**src/rtl/csa_tree_pipe.sv**
```systemverilog
// -----------------------------------------------------------------------------
// csa_tree_pipe
//   Pipelined 8-operand carry-save reduction tree. It sums eight W-bit unsigned
//   operands per accepted beat and accepts one beat per cycle at full
//   throughput. Four register stages of 3:2 counter rows reduce 8 rows to 2.
//   A fifth stage does the final carry-propagate add.
//
//   Ports
//     clk        rising-edge clock
//     rstN       asynchronous active-low reset
//     in_valid   beat on in_ops is valid
//     in_ready   tree can accept a beat this cycle
//     in_ops     8*W  operand k occupies bits [k*W +: W], unsigned
//     out_valid  out_sum holds a valid result
//     out_ready  consumer accepts out_sum this cycle
//     out_sum    W+3  sum of the eight operands of the matching beat
//
//   Contents
//     csa_counter32  single-bit 3:2 counter cell {carry,sum} = a+b+c
//     csa_row        one row of counter cells, carry row pre-shifted by 1
//     csa_tree_pipe  top level
// -----------------------------------------------------------------------------

// 3:2 counter cell: sum_o is popcount bit 0, carry_o is popcount bit 1.
module csa_counter32 (
    input  logic a_i,
    input  logic b_i,
    input  logic c_i,
    output logic sum_o,
    output logic carry_o
);
    assign sum_o   = a_i ^ b_i ^ c_i;
    assign carry_o = (a_i & b_i) | (a_i & c_i) | (b_i & c_i);
endmodule

// N-bit carry-save row built from counter cells. The carry row is returned
// already aligned, meaning column i's carry lands in bit i+1. The carry out of
// the top column is dropped: every row is W+3 bits wide and the total sum
// never reaches 2^(W+3), so that bit is always 0.
module csa_row #(
    parameter int unsigned N = 11
) (
    input  logic [N-1:0] a_i,
    input  logic [N-1:0] b_i,
    input  logic [N-1:0] c_i,
    output logic [N-1:0] sum_o,
    output logic [N-1:0] carry_o
);
    logic [N-1:0] co;
    logic         unused_top_carry;

    for (genvar i = 0; i < N; i++) begin : g_bit
        csa_counter32 u_cell (
            .a_i    (a_i[i]),
            .b_i    (b_i[i]),
            .c_i    (c_i[i]),
            .sum_o  (sum_o[i]),
            .carry_o(co[i])
        );
    end

    assign carry_o          = {co[N-2:0], 1'b0};
    assign unused_top_carry = co[N-1];
endmodule

module csa_tree_pipe #(
    parameter int unsigned W = 64
) (
    input  logic           clk,
    input  logic           rstN,
    input  logic           in_valid,
    output logic           in_ready,
    input  logic [8*W-1:0] in_ops,
    output logic           out_valid,
    input  logic           out_ready,
    output logic [W+2:0]   out_sum
);
    localparam int unsigned OUT_W = W + 3;

    typedef logic [OUT_W-1:0] row_t;

    // Pipeline control: the whole pipe advances together or stalls together.
    logic adv;

    // Operand rows, zero-extended to the result width.
    row_t op [8];

    // Stage next-state and registers.
    row_t s1_d [6];
    row_t s1_q [6];
    row_t s2_d [4];
    row_t s2_q [4];
    row_t s3_d [3];
    row_t s3_q [3];
    row_t s4_d [2];
    row_t s4_q [2];
    row_t out_sum_d;
    row_t out_sum_q;

    logic v1_q, v2_q, v3_q, v4_q, out_valid_q;

    assign adv       = ~out_valid_q | out_ready;
    assign in_ready  = adv;
    assign out_valid = out_valid_q;
    assign out_sum   = out_sum_q;

    for (genvar k = 0; k < 8; k++) begin : g_op
        assign op[k] = {3'b000, in_ops[k*W +: W]};
    end

    // S1: 8 -> 6
    csa_row #(.N(OUT_W)) u_s1a (
        .a_i(op[0]), .b_i(op[1]), .c_i(op[2]),
        .sum_o(s1_d[0]), .carry_o(s1_d[1])
    );
    csa_row #(.N(OUT_W)) u_s1b (
        .a_i(op[3]), .b_i(op[4]), .c_i(op[5]),
        .sum_o(s1_d[2]), .carry_o(s1_d[3])
    );
    assign s1_d[4] = op[6];
    assign s1_d[5] = op[7];

    // S2: 6 -> 4
    csa_row #(.N(OUT_W)) u_s2a (
        .a_i(s1_q[0]), .b_i(s1_q[1]), .c_i(s1_q[2]),
        .sum_o(s2_d[0]), .carry_o(s2_d[1])
    );
    csa_row #(.N(OUT_W)) u_s2b (
        .a_i(s1_q[3]), .b_i(s1_q[4]), .c_i(s1_q[5]),
        .sum_o(s2_d[2]), .carry_o(s2_d[3])
    );

    // S3: 4 -> 3
    csa_row #(.N(OUT_W)) u_s3 (
        .a_i(s2_q[0]), .b_i(s2_q[1]), .c_i(s2_q[2]),
        .sum_o(s3_d[0]), .carry_o(s3_d[1])
    );
    assign s3_d[2] = s2_q[3];

    // S4: 3 -> 2 (sum row, carry row)
    csa_row #(.N(OUT_W)) u_s4 (
        .a_i(s3_q[0]), .b_i(s3_q[1]), .c_i(s3_q[2]),
        .sum_o(s4_d[0]), .carry_o(s4_d[1])
    );

    // S5: carry-propagate add
    assign out_sum_d = s4_q[0] + s4_q[1];

    // Data registers move with adv whether or not the beat is valid, so a
    // bubble carries whatever was on in_ops. Only the valid bits qualify it.
    always_ff @(posedge clk or negedge rstN) begin
        if (!rstN) begin
            for (int unsigned i = 0; i < 6; i++) s1_q[i] <= '0;
            for (int unsigned i = 0; i < 4; i++) s2_q[i] <= '0;
            for (int unsigned i = 0; i < 3; i++) s3_q[i] <= '0;
            for (int unsigned i = 0; i < 2; i++) s4_q[i] <= '0;
            out_sum_q   <= '0;
            v1_q        <= 1'b0;
            v2_q        <= 1'b0;
            v3_q        <= 1'b0;
            v4_q        <= 1'b0;
            out_valid_q <= 1'b0;
        end else if (adv) begin
            for (int unsigned i = 0; i < 6; i++) s1_q[i] <= s1_d[i];
            for (int unsigned i = 0; i < 4; i++) s2_q[i] <= s2_d[i];
            for (int unsigned i = 0; i < 3; i++) s3_q[i] <= s3_d[i];
            for (int unsigned i = 0; i < 2; i++) s4_q[i] <= s4_d[i];
            out_sum_q   <= out_sum_d;
            v1_q        <= in_valid;
            v2_q        <= v1_q;
            v3_q        <= v2_q;
            v4_q        <= v3_q;
            out_valid_q <= v4_q;
        end
    end
endmodule

```
**config.mk**
```make
export PLATFORM = sky130hd
export DESIGN_NAME = csa_tree_pipe
export DESIGN_NICKNAME = d
export VERILOG_FILES = /design/src/rtl/csa_tree_pipe.sv
export SDC_FILE = /design/constraint.sdc
export NUM_CORES = 2
export LEC_CHECK = 0
export CORE_AREA = 2 2 302 304
export CTS_BUF_LIST = sky130_fd_sc_hd__clkbuf_16
export DETAILED_ROUTE_END_ITERATION = 7
export DIE_AREA = 0 0 304 306
export GPL_TIMING_DRIVEN = 1
export PLACE_DENSITY = 0.77
export RECOVER_POWER = 100
export SYNTH_ARGS = -nofsm -noshare
export SYNTH_HDL_FRONTEND = slang
export SYNTH_SLANG_ARGS = --single-unit
```
**constraint.sdc**
```tcl
create_clock -name clk -period 4.8 [get_ports clk]
set_clock_uncertainty 0.05 [all_clocks]
set_input_delay 0.72 -clock clk [delete_from_list [all_inputs] [get_ports clk]]
set_output_delay 0.72 -clock clk [all_outputs]
set_load 0.01 [all_outputs]
```
==> Word level (Yosys, flattened, before mapping) <==
Cells that the tools add are included.
{ "word_totals": {"regBits": 1038, "elab_cells": 2704, "inputBits": 516} }
{ "classes": {"addsub": 1, "bitwise_logic": 2682} }
{ "op_table": {"columns": ["operator", "count"], "rows": [
  ["$and A1 B1 Y1", 1149],
  ["$xor A1 B1 Y1", 767],
  ["$or A1 B1 Y1", 765],
  ["$add A66 B66 Y67", 1],
  ["$not A1 Y1", 1]
]} }

==> Logic depth before layout (Yosys ltp) <==
{ "depth": {"depth_word": 3, "depth_mapped": 12, "depth_no_buf": 12} }

==> Cells and area by module <==
A second synthesis with hierarchy kept.
{ "hier_totals": {"cells_unflattened": 5437, "hier_area_um2": 51587.0} }
{ "modules_own_cells": {"columns": ["module", "n_inst", "cells_each", "area_each_um2"], "rows": [
  ["csa_tree_pipe", 1, 5023, 43471.7],
  ["csa_counter32", 402, 1, 20.0],
  ["csa_row", 6, 2, 11.3]
]} }

==> Worst setup path before layout <==
Ideal clock, no wire load.
{ "synth_path": {"path_type": "reg2reg", "startpoint": "reg s4_q[2] in the netlist's numbering", "endpoint": "reg out_sum_q[66], in the netlist out_sum[66]", "setup_slack_ps": 1824, "synth_period_minus_slack_ps": 2976, "path_stages_with_launch": 13, "n_path_buf": 0, "required_ps": 4629, "arrival_time_ps": 2805, "path_cell_list": "dfrtp_1 ha_1 fa_1 a211o_1 a21oi_2 a31oi_4 nor3_1 o21ba_1 o41ai_4 a31oi_2 o31a_1 a21oi_1 o22a_1"} }
{ "synth_between": {"elab_chain_cells": 1} }
{ "synth_lines": {"columns": ["element", "line_no", "source"], "rows": [
  ["from (decl)", "96", "row_t s4_q [2];"],
  ["$add A66 B66 Y67", "147", "assign out_sum_d = s4_q[0] + s4_q[1];"],
  ["to (signal assigned)", "168", "out_sum_q <= out_sum_d;"],
  ["to (decl)", "98", "row_t out_sum_q;"]
]} }
Every way passes these cells.
A chain may end at the register's enable or synchronous reset.

==> Worst setup path after layout <==
{ "layout_path": {"startpoint": "reg s4_q[13] in the netlist's numbering", "endpoint": "reg out_sum_q[56], in the netlist out_sum[56]"} }
Same word-level chain as after synthesis.

==> flow_metrics.env <==
export IMPL_run_status="complete, but fails checks"
export IMPL_violations="capacitance limit, slew limit"
export IMPL_async_reset_ff_share_pct=100.0
export IMPL_clock_latency_ps=650
export IMPL_io_pins=585
export IMPL_fmax_ghz=0.2571
export IMPL_synth_cell_types=62
export IMPL_min_to="s3_q[62]"
export IMPL_cts_root_buf="clkbuf_16"
export IMPL_finalWorstSetupSlack_ps=910.8
export IMPL_grt_pass1_wl_um=187400
export IMPL_synthAdderAreaFrac_pct=17.07
export IMPL_seq_area_um2=25970
export IMPL_synth_edf_count=0
export IMPL_synth_area_top_cells="dfrtp_1 (52%), nand2_1 (23%), fa_1 (15%)"
export IMPL_syn2layout_area_growth_pct=20.33
export IMPL_drt_iter0_drc=2872
export IMPL_hold_start="s2_q[62]"
export IMPL_required_ps=5240
export IMPL_ys_seq_area_share_pct=52.14
export IMPL_cts_buffer_depth=3
export IMPL_drc_errors=0
export IMPL_routed_via_count=35850
export IMPL_num_rows=110
export IMPL_yosys_area_share_simple_pct=24.05
export IMPL_synth_ff_type="dfrtp_1"
export IMPL_final_nets=6687
export IMPL_crit_fanout=6
export IMPL_drive_gt1_share_pct=3.186
export IMPL_wl_um=112100
export IMPL_rr_worst_depth=11
export IMPL_clk_pin_slew_ps=60
export IMPL_powerDensity_nw_per_um2=660.3
export IMPL_rsz0062_at_grt="false"
export IMPL_die_w_um=304
export IMPL_yosys_warnings=0
export IMPL_end_kind="register"
export IMPL_hold_class="register to register"
export IMPL_grt_pass1_vias=37330
export IMPL_post_route_period_util_pct=81.03
export IMPL_grt_util_met2_pct=41.73
export IMPL_wire_per_inst_um=16.04
export IMPL_worstPathArrival_ps=4330
export IMPL_p_leak_uw=0.03003
export IMPL_rr_startpoint="s4_q[13]"
export IMPL_synth_compound_area_share_pct=3.667
export IMPL_multiInputGateArea_um2=22820
export IMPL_grt_util_met3_pct=4.866
export IMPL_cts_resized=0
export IMPL_finalSetupTns_ps=0
export IMPL_ys_seq_elements=1038
export IMPL_n_fill_cell=7082
export IMPL_dp_hpwl_um=78980
export IMPL_post_cts_buffers=0
export IMPL_ir_worst_vdd_uv=411.5
export IMPL_grt_max_degree=223
export IMPL_r2r_slack_ps=910
export IMPL_fp_coreArea_um2=89600
export IMPL_ant_nets=0
export IMPL_grt_use_met1_pct=33.39
export IMPL_die_y_um=306
export IMPL_clock_sinks=1038
export IMPL_rr_endpoint="out_sum[56]"
export IMPL_synth_avg_cell_area_um2=9.491
export IMPL_hold_buffers=0
export IMPL_syn_instance_count=5249
export IMPL_dieArea_um2=93020
export IMPL_busiest_layer="met2"
export IMPL_synth_common_cells="nand2_1 (2995), dfrtp_1 (1038), fa_1 (383)"
export IMPL_synthXorXnorAreaFrac_pct=1.037
export IMPL_grt_usage_pct=24.84
export IMPL_via_per_inst=5.132
export IMPL_synth_top_area_share_pct=52.14
export IMPL_synth_largest_area_cell="dfrtp_1"
export IMPL_yosysMostFrequentCell="nand2_1"
export IMPL_cp_start_kind="register"
export IMPL_pre_cts_ws_ps=1333
export IMPL_synth_area_mux_share_pct=0.04018
export IMPL_firstDrtPassIters=5
export IMPL_overflow=0
export IMPL_port_buffers=584
export IMPL_worst_pin_slew_ps=2919
export IMPL_gp_congestion=0.8571
export IMPL_setup_violations_final=0
export IMPL_grt_antenna_before_repair=3
export IMPL_path_class="register to register"
export IMPL_final_hold_viol_count=0
export IMPL_maxSlewViolCount=337
export IMPL_cts_buffers=108
export IMPL_finalCriticalPeriod_ps=3889
export IMPL_drv_cap=3
export IMPL_synth_fp_nets=6215
export IMPL_min_path_cells=2
export IMPL_start_util_pct=55.60
export IMPL_relSlewSlack_pct=-94.59
export IMPL_htree_levels=3
export IMPL_synth_top_family_by_area="simple AND/OR/NAND/NOR gates"
export IMPL_syn_area_um2=49820
export IMPL_cts_tree="done"
## sequential cells by signal, indices dropped and copies added, names as in the netlist, 67 cells and up
| register | count |
|---|---|
| out_sum | 67 |
| s1_q | 384 |
| s4_q | 130 |
| s2_q | 258 |
| s3_q | 194 |
## worst max-delay path: stages (launching register included)
cell and delay (ps):
dfrtp_1 390, ha_1 440, nand4_2 130, a21o_1 180, a31oi_1 420, o211ai_1 290
a2111oi_0 980, o21ai_1 250, and2_0 240, o21ai_1 170, xnor2_1 130, a21oi_1 80
## report_power, final
part           switching (µW)  total (µW)  leakage, µW  internal (µW)
combinational            9460       16000       0.0157           6560
clock                    3370        8010      0.00176           4640
sequential               2840       15600       0.0125          12700
total                   15700       39600       0.0300          23900
## per-layer routing
metal | share of wire (%) | vias up
li1 | - | 17210
met1 | 42 | 17770
met2 | 50 | 705
met3 | 5.8 | 166
met4 | 2.3 | 0
met5 | 0 | -
## layout make-up
type                            instances  area share (%)
Antenna cell                            2        0.008348
Clock buffer                          111           4.633
Clock inverter                         85           1.016
Inverter                               11         0.08140
Multi-Input combinational cell       3948           38.07
Sequential cell                      1038           43.33
Tap cell                             1176           2.454
Timing Repair Buffer                  614           10.40
## layout by cell type (no fill, tap or decap), types with 15 or more instances in the layout
master | netlist | layout
a21o_1 | 37 | 37
a21oi_1 | 125 | 126
dfrtp_1 | 1038 | 1038
dlygate4sd3_1 | 0 | 69
fa_1 | 383 | 383
nand2_1 | 2995 | 2995
clkinv_1 | 0 | 23
nor2_1 | 78 | 78
buf_12 | 0 | 16
o21ai_0 | 38 | 44
ha_1 | 67 | 67
clkinv_2 | 0 | 21
nand4_1 | 15 | 15
clkbuf_16 | 0 | 111
xor2_1 | 28 | 28
inv_1 | 11 | 36
xnor2_1 | 31 | 31
clkdlybuf4s50_1 | 0 | 514
## through the flow
| stage | utilization [%] | cells | area (µm²) | hold WS [ps] | power, µW |
|---|---|---|---|---|---|
| floorplan | - | 5249 | 49820 | 374.4 | 26030 |
| global placement | 63.23 | 6787 | 56650 | 396.5 | 31290 |
| detailed placement | 63.23 | 6787 | 56650 | 399.9 | 31880 |
| CTS | 67.01 | 6983 | 60040 | 84.90 | 40180 |
| global route | 66.91 | 6985 | 59950 | 431.6 | 43180 |
| finish | 66.91 | 6985 | 59950 | 408.1 | 39580 |
## kinds of logic (layout without fill, tap and decap cells)
family,after synthesis,after routing
simple gates,3144,3144
flops,1038,1038
fa+ha+maj,450,450
compound gates,293,293
buf+inv,263,821
xor+xnor,59,59
mux,2,2
other cells,0,2
## worst max-delay path by stage
stage | start | endpoint | slack (ps) | depth (start not counted)
CTS | s4_q[2] | out_sum[66] | 1300 | 12
global placement | s4_q[2] | out_sum[60] | 1380 | 12
floorplan | s4_q[2] | out_sum[66] | 1820 | 12
finish | s4_q[13] | out_sum[56] | 910 | 11
global route | out_ready | s1_q[346] | 560 | 6
detailed placement | s4_q[2] | out_sum[66] | 1330 | 12
Note: power is estimated with default switching activity, not from simulation.
